<file path="config.mk">
export PLATFORM = sky130hd
export DESIGN_NAME = mult_arb_flat
export DESIGN_NICKNAME = d
export VERILOG_FILES = /design/src/rtl/mult_arb_if.sv /design/src/rtl/mult_arb.sv /design/src/flat_wrapper.sv
export SDC_FILE = /design/constraint.sdc
export NUM_CORES = 1
export LEC_CHECK = 0
export BUFFER_PORTS_ARGS = -buffer_cell sky130_fd_sc_hd__buf_4
export CORE_MARGIN = 2
export CORE_UTILIZATION = 25
export DETAILED_ROUTE_END_ITERATION = 8
export GPL_ROUTABILITY_DRIVEN = 0
export GPL_TIMING_DRIVEN = 0
export PLACE_DENSITY_LB_ADDON = 0.08
export SYNTH_ARGS = -nofsm -noshare
export SYNTH_HDL_FRONTEND = slang
export SYNTH_SLANG_ARGS = --single-unit
</file>
<file path="constraint.sdc">
create_clock -name clk -period 3.05 [get_ports clk]
set_input_delay 0.4575 -clock clk [delete_from_list [all_inputs] [get_ports clk]]
set_output_delay 0.4575 -clock clk [all_outputs]
set_load 0.05 [all_outputs]
</file>
<file path="src/rtl/mult_arb_if.sv">
// mult_arb_if: client request, response and multiplier signals shared by mult_arb and its environment
interface mult_arb_if #(
  parameter int WIDTH = 32
);
  logic             req0_valid;
  logic             req1_valid;
  logic [15:0]      req0_a;
  logic [15:0]      req0_b;
  logic [15:0]      req1_a;
  logic [15:0]      req1_b;
  logic             req0_ready;
  logic             req1_ready;
  logic [15:0]      mult_a;
  logic [15:0]      mult_b;
  logic [WIDTH-1:0] mult_product;
  logic             rsp0_valid;
  logic             rsp1_valid;
  logic [WIDTH-1:0] rsp0_data;
  logic [WIDTH-1:0] rsp1_data;
  logic             rsp0_ready;
  logic             rsp1_ready;
  logic             busy;
  modport master (
    output req0_valid, req1_valid, req0_a, req0_b, req1_a, req1_b,
    output mult_product, rsp0_ready, rsp1_ready,
    input  req0_ready, req1_ready, mult_a, mult_b,
    input  rsp0_valid, rsp1_valid, rsp0_data, rsp1_data, busy
  );
  modport slave (
    input  req0_valid, req1_valid, req0_a, req0_b, req1_a, req1_b,
    input  mult_product, rsp0_ready, rsp1_ready,
    output req0_ready, req1_ready, mult_a, mult_b,
    output rsp0_valid, rsp1_valid, rsp0_data, rsp1_data, busy
  );
endinterface

</file>
<file path="src/rtl/mult_arb.sv">
// mult_arb: shares one pipelined multiplier between two requesters with credit-protected response FIFOs; MULT_ARB_FIXED_PRIO_EN selects fixed priority
module mult_arb #(
  parameter int WIDTH = 32,
  parameter int LAT   = 2,
  parameter int DEPTH = 4
) (
  input logic       clk,
  input logic       rst,
  mult_arb_if.slave bus
);
  localparam int AW = $clog2(DEPTH);
  localparam int PW = AW + 1;
  localparam int CW = $clog2(DEPTH + 1);
  logic [1:0]       req_valid, rsp_ready, rsp_valid, elig, gnt, pop, wr;
  logic [15:0]      req_a [2];
  logic [15:0]      req_b [2];
  logic [CW-1:0]    cred_q [2];
  logic [CW-1:0]    cred_d [2];
  logic [PW-1:0]    wp_q [2];
  logic [PW-1:0]    wp_d [2];
  logic [PW-1:0]    rp_q [2];
  logic [PW-1:0]    rp_d [2];
  logic [WIDTH-1:0] mem_q [2][DEPTH];
  logic [WIDTH-1:0] mem_d [2][DEPTH];
  logic [WIDTH-1:0] rsp_data [2];
  logic [LAT-1:0]   tv_q, tv_d, tid_q, tid_d;
  logic             rr_q, rr_d;
  assign req_valid = {bus.req1_valid, bus.req0_valid};
  assign rsp_ready = {bus.rsp1_ready, bus.rsp0_ready};
  assign req_a[0]  = bus.req0_a;
  assign req_a[1]  = bus.req1_a;
  assign req_b[0]  = bus.req0_b;
  assign req_b[1]  = bus.req1_b;
  assign bus.req0_ready = gnt[0];
  assign bus.req1_ready = gnt[1];
  assign bus.mult_a = gnt[1] ? req_a[1] : (gnt[0] ? req_a[0] : 16'd0);
  assign bus.mult_b = gnt[1] ? req_b[1] : (gnt[0] ? req_b[0] : 16'd0);
  assign bus.rsp0_valid = rsp_valid[0];
  assign bus.rsp1_valid = rsp_valid[1];
  assign bus.rsp0_data  = rsp_data[0];
  assign bus.rsp1_data  = rsp_data[1];
  // Credit covers queued plus in-flight results, so any busy state shows up as nonzero credit
  assign bus.busy = (cred_q[0] != '0) || (cred_q[1] != '0);
  // FIFO heads; memory is cleared on reset so an empty head reads zero
  always_comb begin
    for (int n = 0; n < 2; n++) begin
      rsp_valid[n] = wp_q[n] != rp_q[n];
      rsp_data[n]  = mem_q[n][rp_q[n][AW-1:0]];
    end
  end
  // Eligibility from registered credit only, then a single grant; rr_q high means requester 1 is preferred
  always_comb begin
    for (int n = 0; n < 2; n++) elig[n] = req_valid[n] && (cred_q[n] < CW'(DEPTH));
`ifdef MULT_ARB_FIXED_PRIO_EN
    gnt[0] = elig[0];
    gnt[1] = elig[1] && !elig[0];
`else
    gnt[0] = elig[0] && (!elig[1] || !rr_q);
    gnt[1] = elig[1] && (!elig[0] || rr_q);
`endif
    rr_d = gnt[0] ? 1'b1 : (gnt[1] ? 1'b0 : rr_q);
  end
  // Tag pipeline carries {valid, id} alongside the multiplier so the product lands in the right FIFO
  always_comb begin
    tv_d     = tv_q;
    tid_d    = tid_q;
    tv_d[0]  = |gnt;
    tid_d[0] = gnt[1];
    for (int i = 1; i < LAT; i++) begin
      tv_d[i]  = tv_q[i-1];
      tid_d[i] = tid_q[i-1];
    end
  end
  // FIFO write from the tag head, pops from the response side, and credit bookkeeping
  always_comb begin
    mem_d = mem_q;
    for (int n = 0; n < 2; n++) begin
      wr[n]     = tv_q[LAT-1] && (tid_q[LAT-1] == 1'(n));
      pop[n]    = rsp_valid[n] && rsp_ready[n];
      if (wr[n]) mem_d[n][wp_q[n][AW-1:0]] = bus.mult_product;
      wp_d[n]   = wp_q[n] + PW'(wr[n]);
      rp_d[n]   = rp_q[n] + PW'(pop[n]);
      cred_d[n] = cred_q[n] + CW'(gnt[n]) - CW'(pop[n]);
    end
  end
  // State registers; reset discards in-flight tags and queued results
  always_ff @(posedge clk or negedge rst) begin
    if (!rst) begin
      rr_q  <= 1'b0;
      tv_q  <= '0;
      tid_q <= '0;
      for (int n = 0; n < 2; n++) begin
        cred_q[n] <= '0;
        wp_q[n]   <= '0;
        rp_q[n]   <= '0;
        for (int i = 0; i < DEPTH; i++) mem_q[n][i] <= '0;
      end
    end else begin
      rr_q   <= rr_d;
      tv_q   <= tv_d;
      tid_q  <= tid_d;
      cred_q <= cred_d;
      wp_q   <= wp_d;
      rp_q   <= rp_d;
      mem_q  <= mem_d;
    end
  end
endmodule

</file>
<file path="src/flat_wrapper.sv">
// flat-port wrapper written by rule: the top's interface ports become plain ports
module mult_arb_flat 
#(
  parameter int WIDTH = 32,
  parameter int LAT   = 2,
  parameter int DEPTH = 4
)
  (clk, rst, bus_req0_valid, bus_req1_valid, bus_req0_a, bus_req0_b, bus_req1_a, bus_req1_b, bus_mult_product, bus_rsp0_ready, bus_rsp1_ready, bus_req0_ready, bus_req1_ready, bus_mult_a, bus_mult_b, bus_rsp0_valid, bus_rsp1_valid, bus_rsp0_data, bus_rsp1_data, bus_busy);
  mult_arb_if #(.WIDTH(WIDTH)) bus_i ();
  input logic clk;
  input logic rst;
  input wire logic [$bits(bus_i.req0_valid)-1:0] bus_req0_valid;
  input wire logic [$bits(bus_i.req1_valid)-1:0] bus_req1_valid;
  input wire logic [$bits(bus_i.req0_a)-1:0] bus_req0_a;
  input wire logic [$bits(bus_i.req0_b)-1:0] bus_req0_b;
  input wire logic [$bits(bus_i.req1_a)-1:0] bus_req1_a;
  input wire logic [$bits(bus_i.req1_b)-1:0] bus_req1_b;
  input wire logic [$bits(bus_i.mult_product)-1:0] bus_mult_product;
  input wire logic [$bits(bus_i.rsp0_ready)-1:0] bus_rsp0_ready;
  input wire logic [$bits(bus_i.rsp1_ready)-1:0] bus_rsp1_ready;
  output wire logic [$bits(bus_i.req0_ready)-1:0] bus_req0_ready;
  output wire logic [$bits(bus_i.req1_ready)-1:0] bus_req1_ready;
  output wire logic [$bits(bus_i.mult_a)-1:0] bus_mult_a;
  output wire logic [$bits(bus_i.mult_b)-1:0] bus_mult_b;
  output wire logic [$bits(bus_i.rsp0_valid)-1:0] bus_rsp0_valid;
  output wire logic [$bits(bus_i.rsp1_valid)-1:0] bus_rsp1_valid;
  output wire logic [$bits(bus_i.rsp0_data)-1:0] bus_rsp0_data;
  output wire logic [$bits(bus_i.rsp1_data)-1:0] bus_rsp1_data;
  output wire logic [$bits(bus_i.busy)-1:0] bus_busy;
  assign bus_i.req0_valid = bus_req0_valid;
  assign bus_i.req1_valid = bus_req1_valid;
  assign bus_i.req0_a = bus_req0_a;
  assign bus_i.req0_b = bus_req0_b;
  assign bus_i.req1_a = bus_req1_a;
  assign bus_i.req1_b = bus_req1_b;
  assign bus_i.mult_product = bus_mult_product;
  assign bus_i.rsp0_ready = bus_rsp0_ready;
  assign bus_i.rsp1_ready = bus_rsp1_ready;
  assign bus_req0_ready = bus_i.req0_ready;
  assign bus_req1_ready = bus_i.req1_ready;
  assign bus_mult_a = bus_i.mult_a;
  assign bus_mult_b = bus_i.mult_b;
  assign bus_rsp0_valid = bus_i.rsp0_valid;
  assign bus_rsp1_valid = bus_i.rsp1_valid;
  assign bus_rsp0_data = bus_i.rsp0_data;
  assign bus_rsp1_data = bus_i.rsp1_data;
  assign bus_busy = bus_i.busy;
  mult_arb #(.WIDTH(WIDTH), .LAT(LAT), .DEPTH(DEPTH)) u_core (.clk(clk), .rst(rst), .bus(bus_i));
endmodule
</file>
# Yosys cells after proc, flatten, opt, wreduce, memory -nomap -nowiden
# Index checks and enable logic that the tools add are counted.
[word_totals]
output_inout_bits = 101
reg_bits = 279
input_bits = 102
wordCells = 78
[classes]
muxes = 18
n_eq_ne = 2
n_reduce_logical = 20
n_addsub = 8
bitwise = 5
n_lt_le_gt_ge = 8
[op_table]
columns = ["op", "count"]
rows = [
  ["bitwise mux 128 bit", 2],
  ["two-way mux 32 bit", 6],
  ["binary-select mux 32 bit (select 2 bit)", 2],
  ["demux 32 bit (select 2 bit)", 2],
  ["two-way mux 16 bit", 4],
  ["adder 3 x 1 -> 3 bit", 6],
  [">= comparator 3 bit (second input constant)", 4],
  ["NOT 2 -> 3 bit", 4],
  ["logical AND 1 bit", 10],
  ["< comparator 3 x 1 -> 1 bit (second input constant)", 2],
  ["< comparator 3 bit (second input constant)", 2],
  ["!= test 3 bit", 2],
  ["nonzero test 3 bit", 2],
  ["subtractor 3 x 1 -> 3 bit", 2],
  ["logical NOT 1 bit", 3],
  ["logical OR 1 bit", 3],
  ["two-way mux 1 bit", 2],
  ["nonzero test 2 bit", 1],
  ["OR reduction 2 bit", 1],
  ["NOT 1 bit", 1],
]

# Depth between registers and ports, before layout
[logic_depth]
depth_word = 7
depth_mapped = 11
depth_no_buf = 9

# Worst setup path before layout
# No wires, ideal clock.
[synth_timing]
path_kind = "input -> register"
startpoint = "input port bus_req1_valid"
endpoint = "register u_core.cred_q[5] (netlist bit)"
arrival_time_ns = 2.290
n_path_buf = 2
setup_ns = 0.129
required_time_ns = 2.921
cell_stages = 10
slack_ns = 0.632
cell_sequence = "buf_2 > and3b_1 > clkbuf_1 > or2_2 > ha_1 > inv_1 > ha_1 > fa_1 > xor2_1 > xnor2_1"
[synth_lines]
columns = ["item", "line_no", "rtl"]
rows = [
  ["start, declared", "flat_wrapper.sv:13", "input wire logic [$bits(bus_i.req1_valid)-1:0] bus_req1_valid;"],
  ["end signal, assigned", "mult_arb.sv:102", "cred_q <= cred_d;"],
  ["end, declared", "mult_arb.sv:17", "logic [CW-1:0] cred_q [2];"],
]

# Final worst setup path
[layout_timing]
startpoint = "register u_core.rp_q[4] (netlist bit)"
endpoint = "output port bus_rsp0_data[30]"
[layout_via]
elab_chain_cells = 4
[layout_rtl]
columns = ["item", "line_no", "rtl"]
rows = [
  ["start, declared", "mult_arb.sv:21", "logic [PW-1:0] rp_q [2];"],
  ["start signal, assigned", "mult_arb.sv:104", "rp_q <= rp_d;"],
  ["NOT 2 -> 3 bit (implied by the code)", "mult_arb.sv:48", "rsp_data[n] = mem_q[n][rp_q[n][AW-1:0]];"],
  ["binary-select mux 32 bit (select 2 bit)", "mult_arb.sv:48", ""],
  ["two-way mux 32 bit (implied by the code) (2 in a row)", "mult_arb.sv:48", ""],
  ["end, declared", "flat_wrapper.sv:27", "output wire logic [$bits(bus_i.rsp0_data)-1:0] bus_rsp0_data;"],
]
# Every way passes these cells. The select of a mux whose other input is x is not followed.

==> flow_summary.rst <==
.. list-table::
   :header-rows: 1

   * - Metric
     - Value
   * - Number of port buffers
     - 200
   * - Arrival time at the worst endpoint
     - 2490 ps
   * - Number of DRC violations after detailed routing
     - 0
   * - TNS Setup
     - 0 ps
   * - Dominant register cell in the synthesized netlist
     - sky130_fd_sc_hd__dfrtp_1
   * - Number of antenna violations at the first check in global routing
     - 2
   * - Total power density per cell area
     - 1357 nW/um^2
   * - Combinational group share of total power
     - 53.2%
   * - Number of iterations in the first detailed-routing pass
     - 4
   * - Mean number of vias per cell
     - 4.443
   * - Number of distinct library cells after synthesis
     - 34
   * - Largest buffer count on any clock path
     - 3
   * - Net Sw Power
     - 0.009460 W
   * - Static leakage
     - 7.218 nW
   * - Pins Over Slew Limit
     - 0
   * - Setup slack of the most critical reg-to-reg path
     - 440 ps
   * - Count of routing violations after the opening detailed-route iteration
     - 342
   * - CTS tree
     - done
   * - Antenna-violating nets left
     - 0
   * - Worst Setup End Kind
     - primary output
   * - Highest fanout seen on the critical path
     - 10
   * - Number of cells produced by synthesis
     - just over 800
   * - Setup clock skew after layout
     - about 22 ps
   * - Final hold violation count
     - 0
   * - CTS sink cnt
     - 279
   * - Util after Layout
     - 32.07%
   * - Die H
     - 234.0 um
   * - Clk_lat worst skew
     - 540 ps
   * - Vias in the first global route
     - 8824
   * - Register bit total from synthesis
     - 279
   * - Pin count of the biggest net entering global routing
     - 79
   * - Most frequent cells after synthesis
     - sky130_fd_sc_hd__dfrtp_1, sky130_fd_sc_hd__mux2_2, sky130_fd_sc_hd__mux2_4
   * - Synth top area cells
     - sky130_fd_sc_hd__dfrtp_1, sky130_fd_sc_hd__mux2_2, sky130_fd_sc_hd__mux4_2
   * - MaxCap Viol Count
     - 0
   * - Outcome
     - complete, no violations
   * - First-pass GRT wire length
     - 56.37 mm
   * - Count of boundary I/O pins
     - 203
   * - Type of the worst setup path
     - reg -> out
   * - Number of standard cells in the final layout excluding fillers
     - 1777
   * - Portion of total power attributed to sequential cells
     - 28.9%
   * - RSZ-0062 raised after global routing
     - false
   * - Cell-internal power
     - approximately 0.013 W
   * - Share of post-route cells with drive strength above 1
     - 57.35%
   * - Top-count cell post-synth
     - sky130_fd_sc_hd__dfrtp_1
   * - Die Span X
     - 234.0 um
   * - Min Tclk post-route
     - 2952 ps
   * - DR vias
     - roughly 7900
   * - Switching part of the total power
     - 41.46%
   * - Worst relative slew slack
     - 39.19%
   * - Overall overflow remaining after global route
     - 0
   * - Nets
     - 1183
   * - Post-synth EDFFs
     - 0
   * - Post-synthesis average cell area
     - around 16 um^2
   * - GR Util All Layers
     - 13.80%
   * - Class of the tightest hold or removal check
     - in -> reg
   * - Fraction of power consumed by the clock network
     - 17.8%
   * - Area leader, netlist
     - sky130_fd_sc_hd__dfrtp_1
   * - Placed wire-length estimate after detailed placement
     - roughly 24 mm
   * - Sequential-to-total area share from yosys stat
     - around 53%
   * - Maximum operating frequency
     - 0.3387 GHz
   * - Final WL
     - 36.90 mm
   * - Post-Synthesis Net Count
     - 941
   * - Register cell area after layout
     - 6982 um^2
   * - Synthesis Warnings
     - 0
   * - Number of buffers inserted during clock tree synthesis
     - 36
   * - Post-CTS Setup Inserts
     - 0
   * - IR drop worst, VDD
     - 0.7807 mV
   * - Cells after DPL
     - 1716
   * - Clock input transition at the sequential cells of the worst setup and hold paths
     - 60 ps
   * - Worst slew pin tran
     - 912.1 ps
   * - Effective utilization at floorplan
     - 25.22%
   * - Data required time of the critical path
     - 2590 ps
   * - Area overhead of the layout relative to synthesis
     - 27.17%
   * - Top-area cell type share of the netlist area
     - 52.79%
   * - Routed length per placed instance
     - 20.77 um
   * - Number of cell rows
     - 84
   * - Total standard cell area after synthesis
     - 13230 um^2
   * - # fillers
     - 5213
   * - Share of synthesized registers carrying an async set or reset
     - 100.0%
   * - Count of final setup violators
     - 0
   * - H-tree levels
     - 2
   * - Core Box Area
     - 52450 um^2
   * - Launching element type of the critical path
     - flop
   * - Fin crit share
     - 96.79%
   * - Cell at the root of the clock tree
     - sky130_fd_sc_hd__clkbuf_16
   * - Multi-input gate area in the final layout
     - 5809 um^2
   * - Area of the die
     - 54760 um^2
path summary, 6_finish.rpt:
path	startpoint	end	cells past startpoint
setup / recovery	u_core.rp_q[4]	bus_rsp0_data[30]	4
hold / removal	bus_mult_product[21]	u_core.mem_q[181]	2
setup reg to reg	u_core.rp_q[0]	u_core.cred_q[2]	11
hold reg to reg	u_core.tv_q[0]	u_core.tv_q[1]	0
max in group asynchronous	rst	u_core.mem_q[155]	3
min in group asynchronous	rst	u_core.tid_q[0]	2
logic make-up after synthesis:
kind of cell | after synthesis | share of synthesized area [%]
muxes | 321 | 34.81
xor gates and xnor gates | 14 | 0.9271
adders and majority gates | 14 | 1.438
buffers and inverters | 74 | 3.292
AOI/OAI and AO/OA | 35 | 1.646
DFF | 279 | 52.79
and+or+nand+nor | 88 | 5.099
sequential cells by signal, indices dropped and copies added, names as in the netlist:
signal / flops
u_core.tid_q: 2
u_core.tv_q: 2
u_core.rr_q: 1
u_core.mem_q: 256
u_core.wp_q: 6
u_core.cred_q: 6
u_core.rp_q: 6
metrics by stage:
| stage | total power [W] | instance area [um^2] | hold slack, ps | setup slack (ps) |
|---|---|---|---|---|
| detailed placement | 0.01904 | 15680 | 337.2 | 236.5 |
| finish | 0.02282 | 16820 | 224.9 | 97.86 |
| CTS | 0.02327 | 16810 | 190.5 | 49.51 |
| floorplan | 0.01546 | 13230 | 161.9 | 631.5 |
| global route | 0.02419 | 16820 | 205.1 | 7.618 |
| global placement | 0.01892 | 15590 | 337.4 | -1403 |
layout make-up:
cell class / count / area share (%)
sequential: 279 / 41.51
multi-input combinational: 472 / 34.54
timing repair buffer: 204 / 9.522
clock buffer: 55 / 6.435
tap: 688 / 5.118
buffer: 66 / 2.462
clock inverter: 4 / 0.2232
inverter: 8 / 0.1785
antenna: 1 / 0.01488
worst max-delay path, stage by stage (launching register included):
cell                       delay [ps]
sky130_fd_sc_hd__dfrtp_1          340
sky130_fd_sc_hd__buf_2            240
sky130_fd_sc_hd__clkbuf_1         700
sky130_fd_sc_hd__mux4_2           480
sky130_fd_sc_hd__buf_4            220
power by group through the flow:
stage | Sequential, W | Clock [W] | Combinational (W)
floorplan | 0.00631 | 0 | 0.00915
global placement | 0.00664 | 0 | 0.0123
detailed placement | 0.00664 | 0 | 0.0124
CTS | 0.00661 | 0.00425 | 0.0124
global route | 0.00687 | 0.00442 | 0.0129
finish | 0.00660 | 0.00407 | 0.0121
cell usage in the layout, fill, tap and decap left out, types with 2 or more instances in the layout:
cell,Yosys,layout
sky130_fd_sc_hd__buf_2,26,25
sky130_fd_sc_hd__clkbuf_1,20,27
sky130_fd_sc_hd__buf_6,14,14
sky130_fd_sc_hd__a31oi_1,2,2
sky130_fd_sc_hd__xor2_1,5,5
sky130_fd_sc_hd__nand2b_1,2,2
sky130_fd_sc_hd__nand3b_1,64,64
sky130_fd_sc_hd__o22ai_1,32,32
sky130_fd_sc_hd__nand3_1,2,2
sky130_fd_sc_hd__xnor2_1,9,9
sky130_fd_sc_hd__fa_1,2,2
sky130_fd_sc_hd__ha_1,12,12
sky130_fd_sc_hd__inv_1,8,8
sky130_fd_sc_hd__buf_4,5,204
sky130_fd_sc_hd__nor2b_1,2,2
sky130_fd_sc_hd__and4bb_1,3,3
sky130_fd_sc_hd__clkbuf_8,0,11
sky130_fd_sc_hd__clkbuf_16,0,36
sky130_fd_sc_hd__mux4_2,64,64
sky130_fd_sc_hd__mux2_2,184,184
sky130_fd_sc_hd__nor2_1,3,3
sky130_fd_sc_hd__dfrtp_1,279,279
sky130_fd_sc_hd__nand4b_1,2,2
sky130_fd_sc_hd__nand2_1,2,2
sky130_fd_sc_hd__mux2_4,72,72
sky130_fd_sc_hd__buf_16,0,3
metal layers:
layer / part of all wire, % / global-route usage, % / vias up / wire length [um]
met2: 49 / 22.66 / 146 / 17930
li1: - / - / 3564 / -
met3: 5.6 / 3.526 / 48 / 2077
met4: 1.9 / 3.738 / 2 / 709
met1: 44 / 18.03 / 4135 / 16170
met5: 0.035 / 0 / - / 13
what timing repair did:
action / 4_1_cts / 5_1_grt
resized for setup: 0 / 3
hold buffers: 1 / 0
setup endpoints to repair: 0 / 3
hold endpoints to repair: 56 / 0
(Power assumes the default switching activity.)
